### src/rtl/lfsr_stream_gen.sv
// Fibonacci LFSR pattern generator with a burst FSM and a valid/ready output stream.
// Each output word is Steps single-bit shifts past the previous state. If the LFSR
// reaches all-zero, it reloads ResetSeed and raises a sticky error flag.
module lfsr_stream_gen #(
  parameter int unsigned          Width     = 32,
  parameter logic [Width-1:0]     Taps      = Width'(32'h80200003),
  parameter int unsigned          Steps     = 32,
  parameter logic [Width-1:0]     ResetSeed = Width'(1),
  parameter int unsigned          CntW      = 32
) (
  input  logic             clk_i,
  input  logic             arst_i,
  input  logic             load_i,
  input  logic [Width-1:0] seed_i,
  input  logic             start_i,
  input  logic [CntW-1:0]  length_i,
  input  logic             stop_i,
  output logic             out_valid_o,
  input  logic             out_ready_i,
  output logic [Width-1:0] out_data_o,
  output logic             busy_o,
  output logic             done_o,
  output logic [CntW-1:0]  word_count_o,
  output logic             lockup_err_o
);

  typedef enum logic [0:0] {StIdle, StRun} fsm_e;

  fsm_e             fsm_q, fsm_d;
  logic [Width-1:0] state_q, state_d;
  logic [Width-1:0] data_q, data_d;
  logic             valid_q, valid_d;
  logic [CntW-1:0]  remaining_q, remaining_d;
  logic             continuous_q, continuous_d;
  logic [CntW-1:0]  count_q, count_d;
  logic             lockup_q, lockup_d;
  logic             done_q, done_d;

  logic [Width-1:0] lfsr_next;
  logic             accept;
  logic             last_accept;

  // Steps unrolled LFSR shifts from the current state.
  always_comb begin
    lfsr_next = state_q;
    for (int i = 0; i < int'(Steps); i++) begin
      lfsr_next = {lfsr_next[Width-2:0], ^(lfsr_next & Taps)};
    end
  end

  assign accept      = valid_q & out_ready_i;
  assign last_accept = accept & ~continuous_q & (remaining_q == CntW'(1));

  // Burst FSM, handshake, counters and lockup recovery.
  always_comb begin
    fsm_d        = fsm_q;
    state_d      = state_q;
    data_d       = data_q;
    valid_d      = valid_q;
    remaining_d  = remaining_q;
    continuous_d = continuous_q;
    count_d      = count_q;
    lockup_d     = lockup_q;
    done_d       = 1'b0;

    if (accept) begin
      count_d = count_q + CntW'(1);
    end

    if (load_i) begin
      // Load wins over everything, and a zero seed is taken as-is.
      state_d  = seed_i;
      valid_d  = 1'b0;
      fsm_d    = StIdle;
      count_d  = '0;
      lockup_d = 1'b0;
    end else begin
      case (fsm_q)
        StIdle: begin
          if (start_i) begin
            fsm_d        = StRun;
            remaining_d  = length_i;
            continuous_d = (length_i == '0);
            count_d      = '0;
            lockup_d     = 1'b0;
          end
        end
        StRun: begin
          if (stop_i) begin
            // A pending word is dropped; the LFSR keeps its value.
            fsm_d   = StIdle;
            valid_d = 1'b0;
          end else begin
            if (accept && !continuous_q) begin
              remaining_d = remaining_q - CntW'(1);
            end
            if (last_accept) begin
              valid_d = 1'b0;
              done_d  = 1'b1;
              fsm_d   = StIdle;
            end else if (!valid_q || out_ready_i) begin
              if (state_q == '0) begin
                // The all-zero state is a fixed point, so reseed and skip this slot.
                state_d  = ResetSeed;
                lockup_d = 1'b1;
                valid_d  = 1'b0;
              end else begin
                state_d = lfsr_next;
                data_d  = lfsr_next;
                valid_d = 1'b1;
              end
            end
          end
        end
        default: fsm_d = StIdle;
      endcase
    end
  end

  // State registers with asynchronous reset.
  always_ff @(posedge clk_i or posedge arst_i) begin
    if (arst_i) begin
      fsm_q        <= StIdle;
      state_q      <= ResetSeed;
      data_q       <= '0;
      valid_q      <= 1'b0;
      remaining_q  <= '0;
      continuous_q <= 1'b0;
      count_q      <= '0;
      lockup_q     <= 1'b0;
      done_q       <= 1'b0;
    end else begin
      fsm_q        <= fsm_d;
      state_q      <= state_d;
      data_q       <= data_d;
      valid_q      <= valid_d;
      remaining_q  <= remaining_d;
      continuous_q <= continuous_d;
      count_q      <= count_d;
      lockup_q     <= lockup_d;
      done_q       <= done_d;
    end
  end

  assign out_valid_o  = valid_q;
  assign out_data_o   = data_q;
  assign busy_o       = (fsm_q == StRun);
  assign done_o       = done_q;
  assign word_count_o = count_q;
  assign lockup_err_o = lockup_q;

endmodule

### config.mk
export PLATFORM = sky130hd
export DESIGN_NAME = lfsr_stream_gen
export DESIGN_NICKNAME = d
export VERILOG_FILES = /design/src/rtl/lfsr_stream_gen.sv
export SDC_FILE = /design/constraint.sdc
export NUM_CORES = 1
export LEC_CHECK = 0
export ABC_AREA = 1
export BUFFER_PORTS_ARGS = -buffer_cell sky130_fd_sc_hd__buf_2
export CAP_MARGIN = 40
export CORE_ASPECT_RATIO = 0.7
export CORE_MARGIN = 2
export CORE_UTILIZATION = 35
export DETAILED_ROUTE_END_ITERATION = 16
export SLEW_MARGIN = 20
export SYNTH_ARGS = -nofsm -noshare
export SYNTH_HDL_FRONTEND = slang
export SYNTH_SLANG_ARGS = --single-unit
### constraint.sdc
create_clock -name clk_i -period 5 [get_ports clk_i]
set_input_delay 0.5 -clock clk_i [delete_from_list [all_inputs] [get_ports clk_i]]
set_output_delay 0.5 -clock clk_i [all_outputs]
set_load 0.01 [all_outputs]
== Yosys cells after proc, flatten, opt, wreduce, memory -nomap -nowiden ==
Index checks and enable logic that the tools add are counted.

* Bitwise gates (word level): 9
* Reduce and logical (&&, ||, !) cells: 47
* $add $sub $neg: 2
* Muxes and demuxes: 36
* Eq/ne operators: 11

{| class="wikitable"
|+ Operator list
! operator !! count
|-
| $reduce_xor 32->1 || 32
|-
| $mux 32 || 13
|-
| $logic_not 32->1 || 2
|-
| $pmux 32 s2 || 1
|-
| $add 32x1->32 const B || 1
|-
| $eq 32x1->1 const B || 1
|-
| $sub 32x1->32 const B || 1
|-
| $mux 1 || 20
|-
| $ne 3x3->1 const B || 3
|-
| $ne 2x2->1 const B || 4
|-
| $reduce_and 4->1 || 2
|-
| $ne 3x2->1 const B || 2
|-
| $not 1->1 || 6
|-
| $reduce_and 6->1 || 1
|-
| $reduce_and 5->1 || 1
|-
| $pmux 1 s2 || 2
|-
| $reduce_bool 2->1 || 2
|-
| $reduce_bool 4->1 || 1
|-
| $and 1x1->1 || 3
|-
| $reduce_and 3->1 || 1
|-
| $logic_not 1->1 || 2
|-
| $ne 2x1->1 const B || 1
|-
| $reduce_and 2->1 || 1
|-
| $logic_and 1x1->1 || 1
|-
| $logic_or 1x1->1 || 1
|}

* Output and inout port bits: 68
* Input bits: 70
* Logic and storage cells: 114
* Register bits after elaboration: 133

== Longest topological paths before layout ==
Gate-level depths: netlist of run 1.

* Word-level depth: 38
* Depth in mapped cells: 36
* Depth with buffers taken out: 35

== Worst setup path after synthesis of run 1 ==
No wires, ideal clock.

* Path type: flip-flop to flip-flop
* Start: register state_q[0]
* End: register data_q[1] (netlist: out_data_o[1])
* Setup slack: 1.523 ns
* Path buffers: 1
* Cell stages (with the launch flop): 33
* Clock period less this slack: 3.477 ns
* Data required time: 4.882 ns
* Arrival: 3.360 ns
* Setup time: 0.118 ns
* Path through: dfstp_2 -> buf_2 -> inv_1 -> ha_1 -> inv_1 -> nand2_2 -> nand2_4 -> inv_2 -> nand2_4 -> nand2_4 -> nand2_4 -> nand2_4 -> nand2_2 -> nand2_2 -> nand2_1 -> nand3_2 -> nand2_2 -> nand2_1 -> nand2_2 -> nand2_2 -> nand3b_2 -> nand2_2 -> nand2_2 -> nand2_2 -> nand2_2 -> nand3_2 -> nand2_1 -> nand2_1 -> nand2_2 -> xnor3_1 -> xor2_1 -> nand2_1 -> nand2_1

* Word-level cells in the longest chain between the ends: 31
* Elaborated cells between the ends (all ways): 34
* Classes of those cells: bitwise: 1; reduce/logical: 33

{| class="wikitable"
|+ RTL lines
! what !! RTL line !! RTL
|-
| start, declared || 30 || <nowiki>logic [Width-1:0] state_q, state_d;</nowiki>
|-
| start signal, assigned || 124 || <nowiki>state_q <= ResetSeed;</nowiki>
|-
| start signal, assigned || 134 || <nowiki>state_q <= state_d;</nowiki>
|-
| $reduce_xor 32->1 (31 in series) || 47 || <nowiki>lfsr_next = {lfsr_next[Width-2:0], ^(lfsr_next & Taps)};</nowiki>
|-
| end signal, assigned || 135 || <nowiki>data_q <= data_d;</nowiki>
|-
| end, declared || 31 || <nowiki>logic [Width-1:0] data_q, data_d;</nowiki>
|}

Parallel ways exist; a longest one is shown, timed or not.
A chain may end at the register's enable or synchronous reset.

== Worst setup path after layout of run 1 ==
* Start: register state_q[0]
* End: register state_q[0]

* Word-level cells in the longest chain between the ends: 38
* Elaborated cells between the ends (all ways): 39
* Classes of those cells: mux: 6; reduce/logical: 33

{| class="wikitable"
|+ RTL lines
! what !! RTL line !! RTL
|-
| $reduce_xor 32->1 (32 in series) || 47 ||
|-
| $mux 32 * || 102 || <nowiki>if (state_q == '0) begin</nowiki>
|-
| $mux 32 * || 101 || <nowiki>end else if (!valid_q || out_ready_i) begin</nowiki>
|-
| $mux 32 * || 97 || <nowiki>if (last_accept) begin</nowiki>
|-
| $mux 32 * || 89 || <nowiki>if (stop_i) begin</nowiki>
|-
| $mux 32 * || 78 || <nowiki>case (fsm_q)</nowiki>
|-
| $mux 32 * || 70 || <nowiki>if (load_i) begin</nowiki>
|}

Every way passes the cells marked *; elsewhere a longest branch is shown, timed or not. The select of a mux whose other input is x is not followed.

==> run metrics, run 1 <==
Comb pwr share 0.602; initial antenna violation count 0; Critical Path Source state_q[0]; status completed; final cell count without fillers 1536; Die X-Extent 186.1 um; post-CTS setup buffers 0; Sw Share 0.4922; CP peak stage delay 600 ps; Max FO, Critical Path 6; fin crit share 0.7829; crit end category flop; Post-CTS Resized 0; endpoints failing hold 0; synthesized area per cell 7.583 sq um; reg-to-reg endpoint state_q[0]; sequential fraction of design power 0.214; vias in the first global route 7047; Placer Congestion 0.9275; Int Pwr 3.716 mW; worst r2r src state_q[0]; Post-DRT Antenna Nets 0; Async SR Flop Fraction 1.000; Placeable Area 22730 sq um; internal reg-to-reg setup slack 1090 ps; worst-skew pair later-pin latency 420 ps; post-DR wirelength/cell 15.14 um; Worst Hold Class in2async; grt ovf 0; shortest period the worst path allows 3915 ps; htree depth 4; Netlist Area Pre-Place 8122 sq um; via count 7522; Top FF cell, synth dfrtp_1; num rows 46; CP Capture Point state_q[0]; Vias/cell 4.897; die area 24460 sq um; final instance area 9813 sq um; total negative slack 0 ps; CP max-delay cell dfstp_2; Final setup viols 0; die height 131.5 um; total CTS buffers 17; Post-CTS Hold Buffers 0; most frequent cells in the layout 271 x nand2_1, 137 x buf_2, 132 x dfrtp_1; Ant. Diodes 0; clock power share 0.183; CP most frequent cell nand2_2; CTS Root Buffer Type clkbuf_16; RSZ-0062 raised after global routing no; sequential share of the synthesized area 0.4100; drt total wl 23260 um; most common cell after layout, fill and taps aside nand2_1; Layout Skew 11.94 ps; total power draw 7.317 mW; layout cell share with drive strength beyond 1 0.2108; leakage 4.919 nW; Tightest Pin Transition 763.4 ps; first-pass GRT wire length 37650 um; TritonCTS clock tree built; EDFF count, synth 0; Switch Pwr 3.602 mW; Max VDD drop 0.5340 mV; PwrDens 745.7 nW/um^2; Post-DP Area 9190 sq um; Fmax 255.4 MHz; hold_ws 87.61 ps; Seq cells post-synth 133; Fillers 2312; Setup Crit Path Kind reg2reg; Detailed Route Iter0 Violations 609; Clock Sinks 133; synth unique cells 49; NumNets Final 1285; slew margin rel. 0.4910; maximum root-to-sink buffer count 2; I/O Pins 138; P&R area growth vs syn 20.83%; port bufs 137; fin. max-slew vios 0; Final HPWL DP 17670 um; Max-Cap Viols 0; Syn Nets 1145; synth warn 0; Clock transition at path regs 60 ps; Crit path arrival time 4260 ps; Req. time, crit path 5350 ps; residual DRC count 0; First-pass DRT Iterations 5; initial core utilization 0.3572; cells after synthesis 1071; total placed cells including tap cells 1504; crit start category flop; Worst R2R Path Depth 34; largest net degree at the start of global routing 57; Total Routing Usage GR 0.1958
-- flip-flops by register name (all words and copies together) (netlist names) --
register and cells:
word_count_o 32, state_q 32, remaining_q 32, out_valid_o 1
continuous_q 1, out_data_o 32, lockup_err_o 1, done_o 1
busy_o 1
-- cells by family (layout without fill, tap and decap cells) --
kind of cell,count (synthesis),after routing,synth area share
AO/OA/AOI/OAI,107,107,0.07934
XOR/XNOR,88,88,0.09845
adder cells (fa/ha/maj),4,4,0.006163
buffers and inverters,147,300,0.07133
flip-flops,133,133,0.4100
AND/OR/NAND/NOR,592,592,0.3348
-- critical path: cells and delay by family, from the launching register on --
kind,cells,cell delay [ps]
adders and majority gates,1,320
buffers and inverters,4,270
DFF,1,600
and+or+nand+nor,29,2660
-- how the worst min path moves through the flow --
| stage | end | slack (ps) |
|---|---|---|
| detailed placement | out_data_o[30] | 460 |
| global route | word_count_o[25] | 100 |
| CTS | word_count_o[30] | 90 |
| global placement | out_data_o[31] | 450 |
| floorplan | remaining_q[11] | 470 |
| finish | word_count_o[30] | 90 |
-- final cells by class --
| cell class | instances | area (sq um) | area share |
|---|---|---|---|
| Inverter | 119 | 451.7 | 0.04603 |
| Clock inverter | 13 | 180.2 | 0.01836 |
| Clock buffer | 19 | 442.9 | 0.04514 |
| Multi-Input combinational cell | 791 | 4223 | 0.4303 |
| Timing Repair Buffer | 149 | 795.8 | 0.08109 |
| Sequential cell | 133 | 3329 | 0.3393 |
| Tap cell | 312 | 390.4 | 0.03978 |
-- Yosys cell counts (14+ instances only) --
library cell,count,area share
nor3_1,22,0.014
nand2_2,24,0.018
nand2_1,271,0.13
inv_2,14,0.0065
dfrtp_1,132,0.41
o211ai_1,24,0.022
o21ai_0,44,0.027
xor2_1,64,0.069
nand3_1,95,0.059
nor4_1,19,0.015
xnor2_1,21,0.023
clkbuf_1,22,0.010
a21oi_1,17,0.010
nor2_1,110,0.051
inv_1,101,0.047
-- per-layer routing --
| metal | global-route usage | vias up | share of wire |
|---|---|---|---|
| met2 | 0.2625 | 227 | 0.39 |
| met4 | 0.03893 | 0 | 0.0072 |
| li1 | - | 3757 | - |
| met3 | 0.03936 | 16 | 0.065 |
| met1 | 0.3176 | 3522 | 0.54 |
| met5 | 0 | - | 0 |
-- metrics by stage --
stage               utilization  setup WS [ps]
detailed placement       0.4042           1194
global placement         0.4030           1320
CTS                      0.4316           1150
finish                   0.4316           1085
floorplan                     -          947.3
global route             0.4316          734.3
-- power groups by stage --
stage | clock network [mW] | logic [mW] | registers, mW
floorplan | 0 | 3.34 | 1.57
global placement | 0 | 4.23 | 1.57
detailed placement | 0 | 4.31 | 1.57
CTS | 1.37 | 4.35 | 1.56
global route | 1.43 | 4.89 | 1.60
finish | 1.34 | 4.41 | 1.57
No activity file was read; power rests on OpenSTA's default activity.
==> run 2, diff against run 1 <==
Clock period 5 ns to 3.2 ns, I/O delays scaled along.
==> run 2 against run 1 <==
The run now ends with setup timing left. Non-clock buffer count grew 113. Design area grew 17%. Clock skew shrank 3.0 ps. First-iteration DRC count shrank 4.6%.
==> run metrics, run 2 (synthesized netlist as in run 1, its figures left out) <==
failing checks setup timing; drt total wl 26530 um (was 23260 um); maximum root-to-sink buffer count 2 (unchanged); total CTS buffers 17 (unchanged); NumNets Final 1398 (was 1285); Req. time, crit path 3550 ps (was 5350 ps); Max FO, Critical Path 5 (was 6); Final HPWL DP 18730 um (was 17670 um); Critical Path Source state_q[0] (unchanged); fin crit share 1.174 (was 0.7829); worst-skew pair later-pin latency 420 ps (about the same); RSZ-0062 raised after global routing yes (was no); layout cell share with drive strength beyond 1 0.3443 (was 0.2108); Placer Congestion 0.9069 (was 0.9275); min setup slack post-route -558.0 ps (was 1085 ps); Placeable Area 22730 sq um (unchanged); crit start category flop (unchanged); grt ovf 0 (unchanged); P&R area growth vs syn 40.98% (was 20.83%); cell depth of the worst hold path 3; Clock Sinks 133 (unchanged); status complete, but fails checks (was completed); residual DRC count 0 (unchanged); Clock transition at path regs 60 ps (about the same); worst r2r src state_q[0] (unchanged); Post-DP Area 9829 sq um (was 9190 sq um); endpoints failing hold 0 (unchanged); Fillers 2162 (was 2312); CP peak stage delay 560 ps (was 600 ps); Die X-Extent 186.1 um (unchanged); Layout Skew 8.898 ps (was 11.94 ps); First-pass DRT Iterations 5 (unchanged); Setup Crit Path Kind reg2reg (unchanged); die height 131.5 um (unchanged); Post-DRT Antenna Nets 0 (unchanged); I/O Pins 138 (unchanged); crit end category flop (unchanged); htree depth 4 (unchanged); initial antenna violation count 3 (was 0); initial core utilization 0.3572 (unchanged); largest net degree at the start of global routing 47 (was 57); Worst R2R Path Depth 31 (was 34); most frequent cells in the layout 238 x nand2_1, 137 x buf_2, 132 x dfrtp_1 (was 271 x nand2_1, 137 x buf_2, 132 x dfrtp_1); Worst Hold Class in2reg (was in2async); post-DR wirelength/cell 16.07 um (was 15.14 um); most common cell after layout, fill and taps aside nand2_1 (unchanged); num rows 46 (unchanged); Detailed Route Iter0 Violations 581 (was 609); first-pass GRT wire length 40530 um (was 37650 um); Crit path arrival time 4110 ps (was 4260 ps); Hold Crit Start seed_i[12]; CTS Root Buffer Type clkbuf_16 (unchanged); slew margin rel. 0.5667 (was 0.4910); CP most frequent cell nand2_4 (was nand2_2); shortest period the worst path allows 3758 ps (was 3915 ps); Vias/cell 4.964 (was 4.897); Final setup viols 27 (was 0); via count 8195 (was 7522); CP max-delay cell dfstp_2 (unchanged); Tightest Pin Transition 647.7 ps (was 763.4 ps); Max-Cap Viols 0 (unchanged); Fmax 266.1 MHz (was 255.4 MHz); Total Routing Usage GR 0.2137 (was 0.1958); port bufs 137 (unchanged); TritonCTS clock tree built (unchanged); die area 24460 sq um (unchanged); final instance area 11450 sq um (was 9813 sq um); total negative slack -7780 ps (was 0 ps); fin. max-slew vios 0 (unchanged); vias in the first global route 7543 (was 7047)
## run 2: repair_timing
| item | in CTS | in global routing |
|---|---|---|
| setup endpoints to repair | 19 | 44 |
| buffers inserted | 25 | 23 |
| pin swaps | 23 | 49 |
| gates resized for setup | 62 | 85 |
| hold buffers | 0 | 1 |
| hold endpoints to repair | 0 | 28 |
## run 2: critical path: cells and delay by family (launching register included)
kind / cells / cell delay (ps)
simple gates: 26 / 2620
flops: 1 / 560
fa+ha+maj: 1 / 290
buf+inv: 4 / 210
## run 2: worst paths after layout
path                                    end  slack [ps]
setup / recovery                 state_q[0]        -560
hold / removal                  state_q[12]         120
setup reg to reg                 state_q[0]        -560
hold reg to reg              out_data_o[21]         470
max in group asynchronous  word_count_o[31]        2030
min in group asynchronous    remaining_q[0]         470
## run 2: per-layer routing
layer,GRT usage,share of wire
met2,0.2844,0.40
met5,0,0.00030
met1,0.3320,0.50
met3,0.06264,0.083
met4,0.05293,0.018
## run 2: area by class of cell
cell class                      instances  area, sq um  area share
Clock buffer                           21        450.4     0.03934
Sequential cell                       133         3329      0.2908
Clock inverter                         10        155.1     0.01355
Timing Repair Buffer                  262         1670      0.1459
Tap cell                              312        390.4     0.03409
Inverter                              119        460.4     0.04021
Antenna cell                            3        7.507   0.0006557
Multi-Input combinational cell        791         4986      0.4355
## run 2: metrics by stage
stage | hold slack, ps | instances | utilization | worst slack (ps)
6_report | 119.1 | 1651 | 0.5036 | -558.0
5_1_grt | 115.4 | 1648 | 0.5033 | -697.1
4_1_cts | 28.42 | 1633 | 0.4798 | -317.8
3_5_place_dp | 454.8 | 1578 | 0.4324 | -473.4
3_3_place_gp | 452.8 | 1577 | 0.4319 | -227.0
2_1_floorplan | 389.9 | 1071 | - | -187.5
Power of run 2 is not shown: default switching activity piles up to over one toggle a cycle in this logic, so the estimate is an artifact.
